===== src/rtl/stream_demux.sv =====
// stream_demux -- registered 1-to-N valid/ready stream demultiplexer.
//
// One input stream is steered, beat by beat, to one of N output channels
// chosen by in_sel. A single output register stage holds the beat. A new
// beat can be accepted in the same cycle that the held one is taken, so
// back-to-back transfers run at one beat per cycle, including when the
// destination channel changes between beats.
//
// Parameters
//   WIDTH  data bits per beat
//   N      number of output channels (2..16)
//   SEL_W  select width, 2**SEL_W >= N
//
// Ports
//   clk        rising-edge clock
//   rst        synchronous, active-high reset
//   in_valid   input beat valid
//   in_ready   block can accept a beat this cycle (from state and out_ready only)
//   in_data    input payload
//   in_sel     destination channel of the input beat
//   out_valid  one-hot valid, bit k = held beat is for channel k
//   out_ready  per-channel consumer ready (only the selected bit matters)
//   out_data   held payload, shared by all channels
//   xfer_cnt   completed output transfers
//
// Build option
//   STREAM_DEMUX_STATS_EN  when defined, xfer_cnt counts output handshakes
//                          (wrapping, cleared by rst); otherwise it is 0.

module stream_demux #(
   parameter int WIDTH = 8,
   parameter int N     = 4,
   parameter int SEL_W = 2
) (
   input  logic             clk,
   input  logic             rst,
   input  logic             in_valid,
   output logic             in_ready,
   input  logic [WIDTH-1:0] in_data,
   input  logic [SEL_W-1:0] in_sel,
   output logic [N-1:0]     out_valid,
   input  logic [N-1:0]     out_ready,
   output logic [WIDTH-1:0] out_data,
   output logic [15:0]      xfer_cnt
);

   typedef enum logic {
      EMPTY_S = 1'b0,
      FULL_S  = 1'b1
   } state_t;

   // Decode a channel number into a one-hot channel vector.
   function automatic logic [N-1:0] onehot(input logic [SEL_W-1:0] s);
      logic [N-1:0] v;
      for (int k = 0; k < N; k++) begin
         v[k] = (int'(s) == k);
      end
      return v;
   endfunction

   state_t           state_r;
   state_t           state_s;
   logic [WIDTH-1:0] data_r;
   logic [SEL_W-1:0] sel_r;
   logic [N-1:0]     valid_r;
   logic [N-1:0]     valid_s;
   logic             sel_ready_s;
   logic             in_ready_s;
   logic             in_range_s;
   logic             load_s;
   logic             out_hs_s;

   // Handshake decode and next-state selection.
   always_comb begin
      state_s     = state_r;
      valid_s     = valid_r;
      // sel_r is only ever loaded with an in-range channel, so this index is valid.
      sel_ready_s = out_ready[sel_r];
      in_ready_s  = !rst && ((state_r == EMPTY_S) || sel_ready_s);
      in_range_s  = (int'(in_sel) < N);
      // Out-of-range beats are accepted by the handshake but never loaded.
      load_s      = in_valid && in_ready_s && in_range_s;
      out_hs_s    = (state_r == FULL_S) && sel_ready_s;

      case (state_r)
         EMPTY_S: begin
            if (load_s) begin
               state_s = FULL_S;
               valid_s = onehot(in_sel);
            end else begin
               state_s = EMPTY_S;
               valid_s = '0;
            end
         end
         FULL_S: begin
            if (load_s) begin
               state_s = FULL_S;
               valid_s = onehot(in_sel);
            end else if (out_hs_s) begin
               state_s = EMPTY_S;
               valid_s = '0;
            end else begin
               state_s = FULL_S;
               valid_s = valid_r;
            end
         end
         default: begin
            state_s = EMPTY_S;
            valid_s = '0;
         end
      endcase
   end

   // Holding register: state, payload, channel and registered one-hot valid.
   always_ff @(posedge clk) begin
      if (rst) begin
         state_r <= EMPTY_S;
         data_r  <= '0;
         sel_r   <= '0;
         valid_r <= '0;
      end else begin
         state_r <= state_s;
         valid_r <= valid_s;
         if (load_s) begin
            data_r <= in_data;
            sel_r  <= in_sel;
         end
      end
   end

   assign in_ready  = in_ready_s;
   assign out_valid = valid_r;
   assign out_data  = data_r;

`ifdef STREAM_DEMUX_STATS_EN
   logic [15:0] cnt_r;

   // Output handshake counter, wraps naturally at 16 bits.
   always_ff @(posedge clk) begin
      if (rst) begin
         cnt_r <= 16'h0000;
      end else if (out_hs_s) begin
         cnt_r <= cnt_r + 16'h0001;
      end
   end

   assign xfer_cnt = cnt_r;
`else
   assign xfer_cnt = 16'h0000;
`endif

endmodule


===== config.mk =====
export PLATFORM = sky130hd
export DESIGN_NAME = stream_demux
export DESIGN_NICKNAME = d
export VERILOG_FILES = /design/src/rtl/stream_demux.sv
export SDC_FILE = /design/constraint.sdc
export NUM_CORES = 1
export LEC_CHECK = 0
export CAP_MARGIN = 0
export CELL_PAD_IN_SITES_DETAIL_PLACEMENT = 1
export CELL_PAD_IN_SITES_GLOBAL_PLACEMENT = 1
export CORE_UTILIZATION = 27
export CTS_CLUSTER_DIAMETER = 40
export CTS_CLUSTER_SIZE = 28
export DETAILED_ROUTE_END_ITERATION = 10
export GPL_ROUTABILITY_DRIVEN = 1
export PLACE_DENSITY_LB_ADDON = 0.08
export REMOVE_ABC_BUFFERS = 1
export SLEW_MARGIN = 20
export SYNTH_ARGS = -nofsm -noshare
export SYNTH_HDL_FRONTEND = slang
export SYNTH_SLANG_ARGS = --single-unit

===== constraint.sdc =====
create_clock -name clk -period 3.2 [get_ports clk]
set_input_delay 0.48 -clock clk [delete_from_list [all_inputs] [get_ports clk]]
set_output_delay 0.48 -clock clk [all_outputs]
set_load 0.02 [all_outputs]

* Word-level counts from Yosys, hierarchy flattened
Cells that the tools add are included.
** Storage, ports and cells
- Logic and storage cells :: 26
- Output and inout bits :: 29
- Input bits :: 17
- Register bits after elaboration :: 15
** Operators by class
- Muxes and demuxes :: 10
- Reduce and logical (&&, ||, !) cells :: 6
- Equality and inequality tests :: 4
- Bitwise gates (word level) :: 1
- Order comparisons :: 1
** Operators by type and width (count)
- 2-to-1 mux 4 bit :: 3
- one-hot mux 4 bit (2 select lines) :: 1
- == test 2 bit, second input constant :: 2
- 2-to-1 mux 1 bit :: 4
- logical AND 1 bit :: 3
- less-than comparator 2 x 3 -> 1 bit, second input constant :: 1
- inequality test 3 x 1 -> 1 bit, second input constant :: 1
- binary-select mux 1 bit (select 2 bit) :: 1
- == test 2 x 1 -> 1 bit, second input constant :: 1
- logical NOT 2 bit :: 1
- one-hot mux 1 bit (2 select lines) :: 1
- logical NOT 1 bit :: 1
- logical OR 1 bit :: 1
- NOT 1 bit :: 1

* Logic depth before layout (Yosys ltp)
Gate-level depths: netlist (run 1).
- Depth after elaboration :: 7
- Depth in mapped cells :: 5
- Depth with buffers taken out :: 4

* Least setup slack after synthesis (run 1)
No wires, ideal clock.
- Kind :: input to output
- Start point :: in rst
- End point :: out in_ready
- Data required time :: 2720 ps
- Slack :: 1580 ps
- Stages :: 3
- Arrival :: 1140 ps
- Path buffers :: 2
- Path through :: buf_1 clkbuf_1 nor2_1
** On the way
- Word-level cells in the longest chain between the ends :: 2
** RTL lines
- from (decl) :: RTL line 36 : input logic rst,
- logical NOT 1 bit :: RTL line 79 : in_ready_s = !rst && ((state_r == EMPTY_S) || sel_ready_s);
- logical AND 1 bit :: RTL line 79
- to (decl) :: RTL line 38 : output logic in_ready,
Every way passes these cells.

* Worst setup path in the final report (run 1)
- Start point :: in out_ready[1]
- End point :: out in_ready
** On the way
- Word-level cells in the longest chain between the ends :: 4
** RTL lines
- from (decl) :: RTL line 42 : input logic [N-1:0] out_ready,
- binary-select mux 1 bit (select 2 bit) :: RTL line 78 : sel_ready_s = out_ready[sel_r];
- 2-to-1 mux 1 bit (not written as such) :: RTL line 78
- logical OR 1 bit :: RTL line 79
- logical AND 1 bit :: RTL line 79
Every way passes these cells. The select of a mux whose other input is x is not followed.

==> results of run 1 <==
## metal layers
metal  share of wire, %  GRT usage (%)  vias up
li1                   -              -      286
met1                 42           10.6      265
met2                 50           20.9       26
met3                7.2           5.00        2
met4               0.89           5.13        0
met5                  0              0        -
## per-stage QoR
step | setup slack [ns] | util [%]
finish | 0.667 | 40.5
CTS | 0.650 | 40.5
global placement | 0.680 | 39.5
floorplan | 1.21 | -
detailed placement | 0.667 | 39.5
global route | 0.595 | 40.5
## Yosys cell counts, drive strengths merged
cell type	instances
o22ai	1
mux2i	11
or4b	1
o221ai	1
conb	1
nor2	14
mux2	2
nand2	5
or2b	1
and3b	1
clkbuf	1
inv	1
dfxtp	15
a21oi	3
buf	18
or3	2
## layout make-up
| class | instances | area [sq um] |
|---|---|---|
| Multi-Input combinational cell | 58 | 358 |
| Fill cell | 311 | 1510 |
| Inverter | 1 | 3.75 |
| Sequential cell | 15 | 300 |
| Tap cell | 30 | 37.5 |
| Timing Repair Buffer | 31 | 305 |
| Clock buffer | 4 | 26.3 |
## cell families after synthesis
kind of cell           count (synthesis)  synth area share, %
flip-flops                            15                 40.5
AO/OA/AOI/OAI                          5                 5.91
multiplexers                          13                 18.9
buffers and inverters                 20                 18.7
other                                  1                0.506
AND/OR/NAND/NOR                       24                 15.4
## flip-flops by register name (all words and copies together), names as in the netlist
name	cells
sel_r	2
state_r	1
out_valid	4
out_data	8
## worst paths after layout
path / endpoint / slack, ns / cells after the start
max: in_ready / 0.67 / 5
min: out_valid[3] / 0.46 / 2
max reg2reg: out_data[5] / 1.68 / 5
min reg2reg: out_valid[3] / 0.46 / 2
## power by group through the flow
stage / sequential, mW / clock, mW / combinational [mW]
6_report: 0.203 / 0.106 / 0.110
5_1_grt: 0.205 / 0.122 / 0.120
4_1_cts: 0.204 / 0.116 / 0.112
3_5_place_dp: 0.208 / 0 / 0.111
3_3_place_gp: 0.208 / 0 / 0.110
2_1_floorplan: 0.218 / 0 / 0.0513
## placed cells by master (no fill, tap or decap)
master           count
and3b_1              1
or2b_2               1
clkbuf_1             1
nor2_1              14
clkbuf_4             3
o22ai_4              1
conb_1              16
inv_1                1
mux2_4               2
nand2_1              5
a21oi_1              3
or4b_1               1
dfxtp_1             15
or3_2                2
buf_4                2
clkdlybuf4s50_1     29
o221ai_1             1
mux2i_1             11
## tightest hold or removal path, cell delays in order, from the launching register on
cell     delay, ns
dfxtp_1       0.32
nand2_1       0.05
a21oi_1       0.05
==> results.sh, run 1 <==
export IMPL_startpoint_type="input pin"
export IMPL_timing_final_crit_period_ns=2.53
export IMPL_grt_max_degree=16
export IMPL_relative_area_change_from_synthesis_to_final_layout_pct=39.2
export IMPL_critPathMaxStageDelay_ns=0.54
export IMPL_io_buffer_count=29
export IMPL_finalPower_mw=0.419
export IMPL_cellLeakagePower_nw=0.449
export IMPL_yosys_area_top_type="dfxtp_1"
export IMPL_dp_hpwl_um=1100
export IMPL_drive_above_1_share_pct=10.1
export IMPL_power_ir_vdd_worst_uv=247
export IMPL_average_routed_wire_per_standard_cell_um=10.6
export IMPL_path_class="in2out"
export IMPL_ios=46
export IMPL_die_width_um=54.4
export IMPL_worstPathRequired_ns=2.72
export IMPL_post_cts_setup_buffers=0
export IMPL_cts_tree="done"
export IMPL_timing_critical_path_fanout_max=9
export IMPL_number_of_standard_cells_after_synthesis=78
export IMPL_worst_setup_path_startpoint="out_ready[1]"
export IMPL_worstPathArrival_ns=2.05
export IMPL_grt_total_usage_pct=11.3
export IMPL_clk_transition_reported_paths_ns=0.09
export IMPL_synth_area_leaders="dfxtp_1, buf_4, mux2i_1, nor2_1, mux2_4"
export IMPL_crit_path_cell_trace="clkdlybuf4s50_1 -> mux2_4 -> o22ai_4 -> nor2_1 -> clkdlybuf4s50_1"
export IMPL_dr_total_vias=579
export IMPL_first_global_vias=563
export IMPL_insertion_delay_ns=0.28
export IMPL_post_layout_nonfiller_instances=139
export IMPL_dieArea_sq_um=2960
export IMPL_clock_skew_final_ns=0.00266
export IMPL_fin_nets=127
export IMPL_synthesis_area_sq_um=741
export IMPL_internal_power_mw=0.299
export IMPL_crit_buf_inv=2
export IMPL_gr_total_overflow=0
export IMPL_post_synth_num_cell_types=17
export IMPL_initial_cell_density_of_the_core_pct=29.1
export IMPL_switching_part_of_the_total_pct=28.6
export IMPL_finalHoldViolCount=0
export IMPL_viasPerCell=4.17
export IMPL_hold_buffers=0
export IMPL_critical_path_slowest_cell="clkdlybuf4s50_1"
export IMPL_status="finished clean"
export IMPL_place_gp_congestion=0.722
export IMPL_numPlacedInstances=135
export IMPL_worst_hold_startpoint="out_valid[3]"
export IMPL_synth_avg_cell_area_sq_um=9.50
export IMPL_total_inserted_antenna_cells=0
export IMPL_synth_seq_cells=15
export IMPL_switching_power_mw=0.120
export IMPL_share_of_total_power_in_the_clock_network_pct=25.2
export IMPL_end_kind="primary output"
export IMPL_row_count=18
export IMPL_power_density_nw_per_um2=406
export IMPL_r2r_start="sel_r[1]"
export IMPL_crit_path_frequent_cell="clkdlybuf4s50_1"
export IMPL_layout_cell_area_non_filler_sq_um=1030
export IMPL_route_antenna_remaining_nets=0
export IMPL_antenna_found_initial=0
export IMPL_detailedRoute_firstIterationViolations=1
export IMPL_drt_first_pass_iters=2
export IMPL_synth_warning_count=0
export IMPL_synth_yosys_seq_area_share_pct=40.5
export IMPL_grt_setup_unrepaired="no"
export IMPL_design_core_area_sq_um=2540
export IMPL_placed_area_sq_um=1000
export IMPL_clk_path_buf_depth=2
export IMPL_combPwrFrac_pct=26.3
export IMPL_fmax_mhz=395
export IMPL_post_synth_top_area_fraction_pct=40.5
export IMPL_grt_first_pass_wirelength_um=2320
export IMPL_critical_path_top_delay_family="buffers and inverters"
export IMPL_clock_root_buffer_master="clkbuf_4"
export IMPL_total_cts_buffers=3
export IMPL_drcViolationCount=0
export IMPL_setup_tns_final_ns=0
export IMPL_timing_hold_worst_class="reg2reg"
export IMPL_wl_um=1470
export IMPL_cts_sink_count=15
export IMPL_drv_max_cap_violation_count=0
export IMPL_cts_htree_levels=1
export IMPL_timing_hold_ws_ns=0.455
export IMPL_cts_repair_resize_count=0
export IMPL_timing_final_max_slew_violations=0
export IMPL_dieHeight_um=54.4
export IMPL_min_period_over_period_pct=79.1
export IMPL_setup_viol=0
export IMPL_sequentialPowerShare_pct=48.5
No activity file was read; power rests on OpenSTA's default activity.
==> run 2, diff against run 1 <==
- CORE_UTILIZATION: 27 -> 25
- clock period: 3.2 -> 2.6 ns (I/O delays scaled with it)
==> run 2 against run 1 <==
Global-route usage down 0.52 points. Final area increased by 0.85%. First-iteration DRC count increased to 6.0 times the previous value. Wire length rose by 11%. Non-clock buffer count is 1 higher. Register-to-register slack worse by 0.65 ns. Count of clock-buffer cells in the layout did not move. Total power rose by 25%. Highest routed layer unchanged.
==> results.sh, run 2 (synthesis results as in run 1) <==
export IMPL_antenna_found_initial=0
export IMPL_relative_area_change_from_synthesis_to_final_layout_pct=40.4
export IMPL_grt_first_pass_wirelength_um=2590
export IMPL_timing_critical_path_fanout_max=9
export IMPL_place_gp_congestion=0.662
export IMPL_most_common_layout_cells="clkdlybuf4s50_1, conb_1, dfxtp_1"
export IMPL_ios=46
export IMPL_total_inserted_antenna_cells=0
export IMPL_post_cts_setup_buffers=0
export IMPL_grt_total_usage_pct=10.8
export IMPL_cts_repair_resize_count=0
export IMPL_cts_htree_levels=1
export IMPL_row_count=19
export IMPL_cts_tree="done"
export IMPL_path_class="in2out"
export IMPL_detailedRoute_firstIterationViolations=6
export IMPL_power_density_nw_per_um2=504
export IMPL_top_layer_used="met4"
export IMPL_dp_hpwl_um=1200
export IMPL_min_period_over_period_pct=91.2
export IMPL_status="finished clean"
export IMPL_cts_sink_count=15
export IMPL_grt_max_degree=16
export IMPL_timing_final_crit_period_ns=2.37
export IMPL_clock_skew_final_ns=0.00354
export IMPL_route_antenna_remaining_nets=0
export IMPL_dieHeight_um=56.4
export IMPL_insertion_delay_ns=0.29
export IMPL_setup_viol=0
export IMPL_met3_length_um=134
export IMPL_worstPathArrival_ns=1.98
export IMPL_worstPathRequired_ns=2.21
export IMPL_clk_path_buf_depth=2
export IMPL_dr_total_vias=612
export IMPL_wl_um=1630
export IMPL_initial_cell_density_of_the_core_pct=26.6
export IMPL_dieArea_sq_um=3180
export IMPL_setup_tns_final_ns=0
export IMPL_design_core_area_sq_um=2780
export IMPL_fmax_mhz=422
export IMPL_drive_above_1_share_pct=10.9
export IMPL_startpoint_type="input pin"
export IMPL_average_routed_wire_per_standard_cell_um=11.6
export IMPL_total_cts_buffers=3
export IMPL_hold_buffers=0
export IMPL_met2WireLength_um=750
export IMPL_layout_cell_area_non_filler_sq_um=1040
export IMPL_fin_nets=128
export IMPL_cellLeakagePower_nw=0.454
export IMPL_finalHoldViolCount=0
export IMPL_power_ir_vdd_worst_uv=206
export IMPL_clk_transition_reported_paths_ns=0.09
export IMPL_max_ffs_per_register=8
export IMPL_layout_commonest_cell="clkdlybuf4s50_1"
export IMPL_drt_first_pass_iters=2
export IMPL_viasPerCell=4.34
export IMPL_timing_hold_worst_class="reg2reg"
export IMPL_grt_setup_unrepaired="no"
export IMPL_drv_max_cap_violation_count=0
export IMPL_io_buffer_count=29
export IMPL_die_width_um=56.4
export IMPL_placed_area_sq_um=1010
export IMPL_timing_final_max_slew_violations=0
export IMPL_gr_total_overflow=0
export IMPL_drcViolationCount=0
export IMPL_first_global_vias=612
export IMPL_met1_length_um=697
export IMPL_clock_root_buffer_master="clkbuf_4"
export IMPL_end_kind="primary output"
run 2: cell count changes in the layout (fill, tap and decap cells not counted):
cell	delta
buf_4	+1
run 2: worst paths after layout:
| kind | from | end | slack, ns | depth (start not counted) |
|---|---|---|---|---|
| setup reg to reg | sel_r[1] | out_data[4] | 1.03 | 5 |
| hold reg to reg | out_valid[0] | out_valid[0] | 0.47 | 2 |
| hold / removal | out_valid[0] | out_valid[0] | 0.47 | 2 |
| setup / recovery | out_ready[1] | in_ready | 0.23 | 5 |
run 2: per-stage QoR:
step / total power [mW] / hold slack (ns) / setup slack, ns / util, % / std cells
6_report: 0.524 / 0.466 / 0.228 / 37.4 / 141
2_1_floorplan: 0.331 / 0.459 / 0.681 / - / 74
3_5_place_dp: 0.396 / 0.450 / 0.222 / 36.4 / 137
3_3_place_gp: 0.394 / 0.443 / 0.248 / 36.4 / 137
4_1_cts: 0.533 / 0.467 / 0.223 / 37.4 / 141
5_1_grt: 0.555 / 0.488 / 0.180 / 37.4 / 141
run 2: critical path, stage by stage:
cell and delay (ns):
clkdlybuf4s50_1 0.40, mux2_4 0.29, o22ai_4 0.29, nor2_1 0.08, clkdlybuf4s50_1 0.54
run 2: final cells by class:
cell class,count,area [sq um]
clock buffers,4,26.3
fillers,349,1740
inverters,1,3.75
multi-input cells,58,358
flip-flops and latches,15,300
well taps,31,38.8
repair buffers,32,313
run 2: where the power goes:
part | internal (mW) | switching [mW] | leakage (nW)
logic | 0.0672 | 0.0713 | 0.315
registers | 0.243 | 0.00795 | 0.123
clock network | 0.0596 | 0.0750 | 0.0150
total | 0.370 | 0.154 | 0.454
run 2: metal layers:
| metal | track usage, % | vias up |
|---|---|---|
| met2 | 18.2 | 31 |
| met5 | 0 | - |
| met1 | 11.2 | 289 |
| met3 | 3.23 | 5 |
| li1 | - | 287 |
| met4 | 8.36 | 0 |
